==> config.mk <==
export PLATFORM = sky130hd
export DESIGN_NAME = video_timing_gen
export DESIGN_NICKNAME = d
export VERILOG_FILES = /design/src/rtl/video_pkg.sv /design/src/rtl/video_delay_line.sv /design/src/rtl/video_timing_gen.sv
export SDC_FILE = /design/constraint.sdc
export NUM_CORES = 1
export LEC_CHECK = 0
export BUFFER_PORTS_ARGS = -buffer_cell sky130_fd_sc_hd__buf_4
export CAP_MARGIN = 20
export CORE_MARGIN = 2
export CORE_UTILIZATION = 30
export DETAILED_ROUTE_END_ITERATION = 10
export HOLD_SLACK_MARGIN = 0.1
export PLACE_DENSITY = 0.61
export SETUP_SLACK_MARGIN = 0.02
export SLEW_MARGIN = 30
export SYNTH_ARGS = -nofsm -noshare
export SYNTH_HDL_FRONTEND = slang
export SYNTH_HIERARCHICAL = 1
export SYNTH_SLANG_ARGS = --single-unit
==> constraint.sdc <==
create_clock -name clk_sys -period 1.8 [get_ports clk_sys]
set_input_delay 0.27 -clock clk_sys [delete_from_list [all_inputs] [get_ports clk_sys]]
set_output_delay 0.27 -clock clk_sys [all_outputs]
set_load 0.01 [all_outputs]
==> src/rtl/video_pkg.sv <==
// Shared types and helpers for the raster timing generator: line/frame totals,
// the sync/blank bundle carried through the latency pipe, and latency limits.
package video_pkg;

    localparam int MAX_PIX_LATENCY = 8;

    // Syncs are active-low, blanks active-high; the idle value is "blanked, no sync".
    typedef struct packed {
        logic hblank;
        logic vblank;
        logic hsync;
        logic vsync;
    } sync_bundle_t;

    localparam sync_bundle_t SYNC_IDLE = '{hblank: 1'b1, vblank: 1'b1, hsync: 1'b1, vsync: 1'b1};

    function automatic int line_total(input int active, input int fp, input int sync, input int bp);
        return active + fp + sync + bp;
    endfunction

endpackage

==> src/rtl/video_delay_line.sv <==
// ce-gated shift register that delays the sync/blank bundle by DEPTH pixel ticks.
// Every stage resets to the idle (blanked, sync inactive) bundle.
module video_delay_line
    import video_pkg::*;
#(
    parameter int DEPTH = 2
) (
    input  logic         clk,
    input  logic         rst,
    input  logic         ce,
    input  sync_bundle_t d,
    output sync_bundle_t q
);

    sync_bundle_t stage [DEPTH];

    always_ff @(posedge clk or posedge rst) begin
        if (rst) begin
            for (int i = 0; i < DEPTH; i++) begin
                stage[i] <= SYNC_IDLE;
            end
        end else if (ce) begin
            stage[0] <= d;
            for (int i = 1; i < DEPTH; i++) begin
                stage[i] <= stage[i-1];
            end
        end
    end

    assign q = stage[DEPTH-1];

endmodule

==> src/rtl/video_timing_gen.sv <==
// Raster counter, fetch-coordinate issue and latency-aligned sync/blank/RGB output.
// Optional interlace (alternating VTOTAL / VTOTAL+1 fields) with VIDEO_TIMING_INTERLACE_EN.
module video_timing_gen
    import video_pkg::*;
#(
    parameter int H_ACTIVE    = 320,
    parameter int H_FP        = 16,
    parameter int H_SYNC      = 32,
    parameter int H_BP        = 48,
    parameter int V_ACTIVE    = 240,
    parameter int V_FP        = 4,
    parameter int V_SYNC      = 3,
    parameter int V_BP        = 15,
    parameter int CNT_W       = 10,
    parameter int PIX_LATENCY = 2,
    parameter int COLOR_DEPTH = 6
) (
    input  logic                   clk_sys,
    input  logic                   reset,
    input  logic                   ce_pix,
    input  logic [COLOR_DEPTH-1:0] R_in,
    input  logic [COLOR_DEPTH-1:0] G_in,
    input  logic [COLOR_DEPTH-1:0] B_in,
    output logic [CNT_W-1:0]       hcnt,
    output logic [CNT_W-1:0]       vcnt,
    output logic                   fetch_de,
    output logic [COLOR_DEPTH-1:0] R,
    output logic [COLOR_DEPTH-1:0] G,
    output logic [COLOR_DEPTH-1:0] B,
    output logic                   HSync,
    output logic                   VSync,
    output logic                   hblank,
    output logic                   vblank,
    output logic                   frame_start,
    output logic                   field
);

    localparam int HTOTAL = line_total(H_ACTIVE, H_FP, H_SYNC, H_BP);
    localparam int VTOTAL = line_total(V_ACTIVE, V_FP, V_SYNC, V_BP);

    if (HTOTAL > (1 << CNT_W) - 1 || VTOTAL + 1 > (1 << CNT_W) - 1) begin : g_bad_cnt_w
        $error("video_timing_gen: HTOTAL or VTOTAL+1 does not fit in CNT_W");
    end
    if (PIX_LATENCY < 1 || PIX_LATENCY > MAX_PIX_LATENCY) begin : g_bad_latency
        $error("video_timing_gen: PIX_LATENCY out of range 1..MAX_PIX_LATENCY");
    end

    localparam logic [CNT_W-1:0] H_LAST   = CNT_W'(HTOTAL - 1);
    localparam logic [CNT_W-1:0] H_ACT    = CNT_W'(H_ACTIVE);
    localparam logic [CNT_W-1:0] HS_START = CNT_W'(H_ACTIVE + H_FP);
    localparam logic [CNT_W-1:0] HS_END   = CNT_W'(H_ACTIVE + H_FP + H_SYNC);
    localparam logic [CNT_W-1:0] V_LAST   = CNT_W'(VTOTAL - 1);
    localparam logic [CNT_W-1:0] V_ACT    = CNT_W'(V_ACTIVE);
    localparam logic [CNT_W-1:0] VS_START = CNT_W'(V_ACTIVE + V_FP);
    localparam logic [CNT_W-1:0] VS_END   = CNT_W'(V_ACTIVE + V_FP + V_SYNC);

    logic         h_wrap;
    logic         v_wrap;
    logic         vs_active;
    sync_bundle_t raw;
    sync_bundle_t dly;

`ifdef VIDEO_TIMING_INTERLACE_EN
    localparam logic [CNT_W-1:0] V_LAST_ODD = CNT_W'(VTOTAL);
    localparam logic [CNT_W-1:0] H_HALF     = CNT_W'(HTOTAL / 2);

    logic field_q;

    // Field 1 carries the extra line and shifts its vsync edges by half a line.
    assign v_wrap = (vcnt == (field_q ? V_LAST_ODD : V_LAST));
    assign field  = field_q;

    always_comb begin
        vs_active = 1'b0;
        if (field_q) begin
            vs_active = ((vcnt > VS_START) || (vcnt == VS_START && hcnt >= H_HALF)) &&
                        ((vcnt < VS_END)   || (vcnt == VS_END   && hcnt <  H_HALF));
        end else begin
            vs_active = (vcnt >= VS_START) && (vcnt < VS_END);
        end
    end

    always_ff @(posedge clk_sys or posedge reset) begin
        if (reset) begin
            field_q <= 1'b0;
        end else if (ce_pix && h_wrap && v_wrap) begin
            field_q <= ~field_q;
        end
    end
`else
    assign v_wrap    = (vcnt == V_LAST);
    assign field     = 1'b0;
    assign vs_active = (vcnt >= VS_START) && (vcnt < VS_END);
`endif

    assign h_wrap   = (hcnt == H_LAST);
    assign fetch_de = (hcnt < H_ACT) && (vcnt < V_ACT);

    always_ff @(posedge clk_sys or posedge reset) begin
        if (reset) begin
            hcnt        <= '0;
            vcnt        <= '0;
            frame_start <= 1'b0;
        end else begin
            frame_start <= ce_pix && h_wrap && v_wrap;
            if (ce_pix) begin
                if (h_wrap) begin
                    hcnt <= '0;
                    vcnt <= v_wrap ? '0 : vcnt + CNT_W'(1);
                end else begin
                    hcnt <= hcnt + CNT_W'(1);
                end
            end
        end
    end

    always_comb begin
        raw        = SYNC_IDLE;
        raw.hblank = (hcnt >= H_ACT);
        raw.vblank = (vcnt >= V_ACT);
        raw.hsync  = ~((hcnt >= HS_START) && (hcnt < HS_END));
        raw.vsync  = ~vs_active;
    end

    video_delay_line #(
        .DEPTH (PIX_LATENCY)
    ) u_delay (
        .clk (clk_sys),
        .rst (reset),
        .ce  (ce_pix),
        .d   (raw),
        .q   (dly)
    );

    // The source's pixel for the delayed coordinate is on R_in/G_in/B_in this tick.
    always_ff @(posedge clk_sys or posedge reset) begin
        if (reset) begin
            R      <= '0;
            G      <= '0;
            B      <= '0;
            HSync  <= 1'b1;
            VSync  <= 1'b1;
            hblank <= 1'b1;
            vblank <= 1'b1;
        end else if (ce_pix) begin
            HSync  <= dly.hsync;
            VSync  <= dly.vsync;
            hblank <= dly.hblank;
            vblank <= dly.vblank;
            if (dly.hblank || dly.vblank) begin
                R <= '0;
                G <= '0;
                B <= '0;
            end else begin
                R <= R_in;
                G <= G_in;
                B <= B_in;
            end
        end
    end

endmodule

==> summary.md <==
| Metric | Value |
|---|---|
| Grt ovf | 0 |
| Placer Congestion | 0.787 |
| Peak fanout along the critical path | 6 |
| Final Cell Area | 3130 sq um |
| Net Sw Frac | 29.6% |
| GRT Overall Usage | 12.0% |
| Setup crit end kind | flip-flop |
| Core Box Area | 7730 sq um |
| # rows | 32 |
| DRC viols | 0 |
| Via count | 1775 |
| Clock latency on the worst-skew pair | 310 ps |
| Final wirelength | 4940 um |
| Asr flop ratio synth | 100% |
| Setup-failing EPs final | 0 |
| Pin count of the biggest net entering global routing | 36 |
| Status | completed |
| Global-route wire length before repair | 8240 um |
| R2R depth | 5 |
| CP Data Required Time | 2030 ps |
| Placed Area | 3030 sq um |
| Initial Util | 30.8% |
| Drt pass-1 iters | 4 |
| RSZ-0062 raised after global routing | false |
| Seq cells post-synth | 51 |
| Net load switching power | 0.000797 W |
| Commonest cells post-synth | dfrtp_1 (39), inv_1 (26), nand2_1 (26) |
| Number of synthesis warnings | 6 |
| HPWL Detailed | 3670 um |
| NumNets Final | 322 |
| # diodes | 0 |
| Number of buffers created by CTS | 5 |
| Die width | 93.1 um |
| Final worst-path cycle share | 93.9% |
| CP Launch Type | flip-flop |
| Pwr per Cell Area | 860 nW/um^2 |
| Synth Flop Type | dfrtp_1 |
| Mean post-synth cell area | 10.6 sq um |
| Cell variety after synth | 35 |
| DR vias/cell | 4.45 |
| Largest area contributor in the netlist | dfrtp_1 |
| Cell internal pwr | 0.00190 W |
| Filler instances | 761 |
| Setup bufs post-CTS | 0 |
| HP Class | in2reg |
| CTS tree | done |
| Share of layout cells above drive strength 1 | 40.7% |
| Clock Power Share | 23.9% |
| Hold depth | 3 |
| TNS Setup | 0 ps |
| Longest Clk Path Bufs | 2 |
| Reg2reg setup slack | 110 ps |
| Post-Syn Nets | 250 |
| Seq/Total Area, Yosys | 54.2% |
| CTS root buffer | clkbuf_8 |
| Max Clock Skew | 15.0 ps |
| Leakage | 1.54 nW |
| Final core utilization | 40.5% |
| Number of synthesized flops with an enable pin | 0 |
| Combinational share of power | 26.7% |
| Port bufs | 64 |
| Vias in the first global route | 1778 |
| Routed Antenna Nets | 0 |
| Worst-path clk slew | 100 ps |
| Top post-synthesis cells by area | dfrtp_1 (41%), dfstp_2 (13%), o21ai_0 (5.3%), mux2_4 (5.0%), inv_1 (4.1%) |
| DIE AREA | 8670 sq um |
| Crit path kind | reg2reg |
| Initial drt markers | 39 |
| Deepest level of the CTS H-tree | 2 |
| Most common cell in the netlist | dfrtp_1 |
| Max-cap violations | 0 |
| Final hold vios | 0 |
| F_max | 592 MHz |
| Area growth, synth to finish | 31.6% |
| Initial antenna violation count | 0 |
| Critical Path AT | 1920 ps |
| Cell area after synthesis | 2380 sq um |
| Final slew viol count | 0 |
| Max rail drop VDD | 0.000440 V |
| # IOs | 66 |
| Die H | 93.1 um |
| Tmin final | 1690 ps |
| Post-synth top area share | 41.0% |
| Clock sink total | 51 |
| Wirelength per Cell | 12.4 um |
| Synthesized instance count | 224 |
| Flop pwr share | 49.4% |
[per-stage QoR]
stage | cells | total power [W] | worst slack, ps | hold WS [ps]
floorplan | 224 | 0.00170 | 68.1 | 313
global placement | 390 | 0.00206 | 81.0 | 330
detailed placement | 390 | 0.00208 | 38.7 | 335
CTS | 399 | 0.00274 | 53.4 | 146
global route | 399 | 0.00287 | 44.0 | 150
finish | 399 | 0.00269 | 110 | 155
[state kept, by name, summed over array words and instances, names as in the netlist, 4 cells and up]
name and cells:
u_delay/q 4, G 6, vcnt 10, B 6
hcnt 10, R 6, u_delay/stage 4
[routing by layer]
metal / global-route usage (%) / up-vias / wire [um]
met3: 2.90 / 5 / 198
met5: 0 / - / 0
met1: 15.2 / 865 / 2210
li1: - / 874 / -
met2: 20.2 / 31 / 2450
met4: 4.04 / 0 / 76
[final cells by class]
class,count,area [sq um],share of cell area (%)
inverters,26,97.6,3.12
clock inverters,2,13.8,0.439
repair buffers,77,593,18.9
well taps,102,128,4.07
flip-flops and latches,51,1290,41.3
multi-input cells,135,933,29.8
clock buffers,6,72.6,2.32
[repair_timing]
action,in CTS,in global routing
resized for setup,1,5
hold endpoints to repair,16,0
hold buffers,1,0
pin swaps,0,1
setup endpoints to repair,1,4
gates cloned,0,0
[power by group through the flow]
stage                     Sequential (W)  Combinational, W  Clock, W
final                            0.00133          0.000720  0.000643
after global routing             0.00135          0.000798  0.000729
after CTS                        0.00133          0.000731  0.000681
after detailed placement         0.00135          0.000728         0
after global placement           0.00135          0.000715         0
after floorplan                  0.00145          0.000252         0
[logic make-up (layout without fill, tap and decap cells)]
kind of cell,after synthesis,after routing,synth area share [%]
buffers and inverters,38,111,7.62
AOI/OAI and AO/OA,30,30,6.46
adders and majority gates,5,5,2.63
muxes,13,13,7.41
other,1,1,0.157
and+or+nand+nor,73,73,16.7
DFF,51,51,54.2
xor gates and xnor gates,13,13,4.78
[path summary, 6_finish.rpt]
check / endpoint / startpoint
max: vcnt[8]$_DFFE_PP0P_ / hcnt[1]$_DFFE_PP0P_
min: R[0]$_DFFE_PP0P_ / R_in[0]
max reg2reg: vcnt[8]$_DFFE_PP0P_ / hcnt[1]$_DFFE_PP0P_
min reg2reg: vcnt[7]$_DFFE_PP0P_ / vcnt[7]$_DFFE_PP0P_
max in group asynchronous: vcnt[4]$_DFFE_PP0P_ / reset
min in group asynchronous: R[2]$_DFFE_PP0P_ / reset
[placed cells by master, fill, tap and decap left out, types with 2 or more instances in the layout]
| cell | n |
|---|---|
| nand3_1 | 10 |
| dfstp_2 | 12 |
| ha_1 | 4 |
| or4_1 | 2 |
| nor2_2 | 2 |
| nor3_1 | 4 |
| xnor2_1 | 5 |
| a21oi_1 | 3 |
| nor2_1 | 9 |
| dfrtp_2 | 3 |
| o21ai_0 | 24 |
| buf_4 | 75 |
| mux2_2 | 5 |
| nand2_1 | 26 |
| inv_1 | 25 |
| dfrtp_1 | 36 |
| clkbuf_8 | 5 |
| and4_1 | 2 |
| nand4_1 | 4 |
| and3_1 | 2 |
| xor2_1 | 8 |
| mux2_4 | 8 |
[worst max-delay path: stages, from the launching register on]
cell and delay, ps:
dfrtp_2 420, ha_4 150, and4_4 260, nand4_4 110, or4_1 520, a21oi_1 150
No activity file was read; power rests on OpenSTA's default activity.
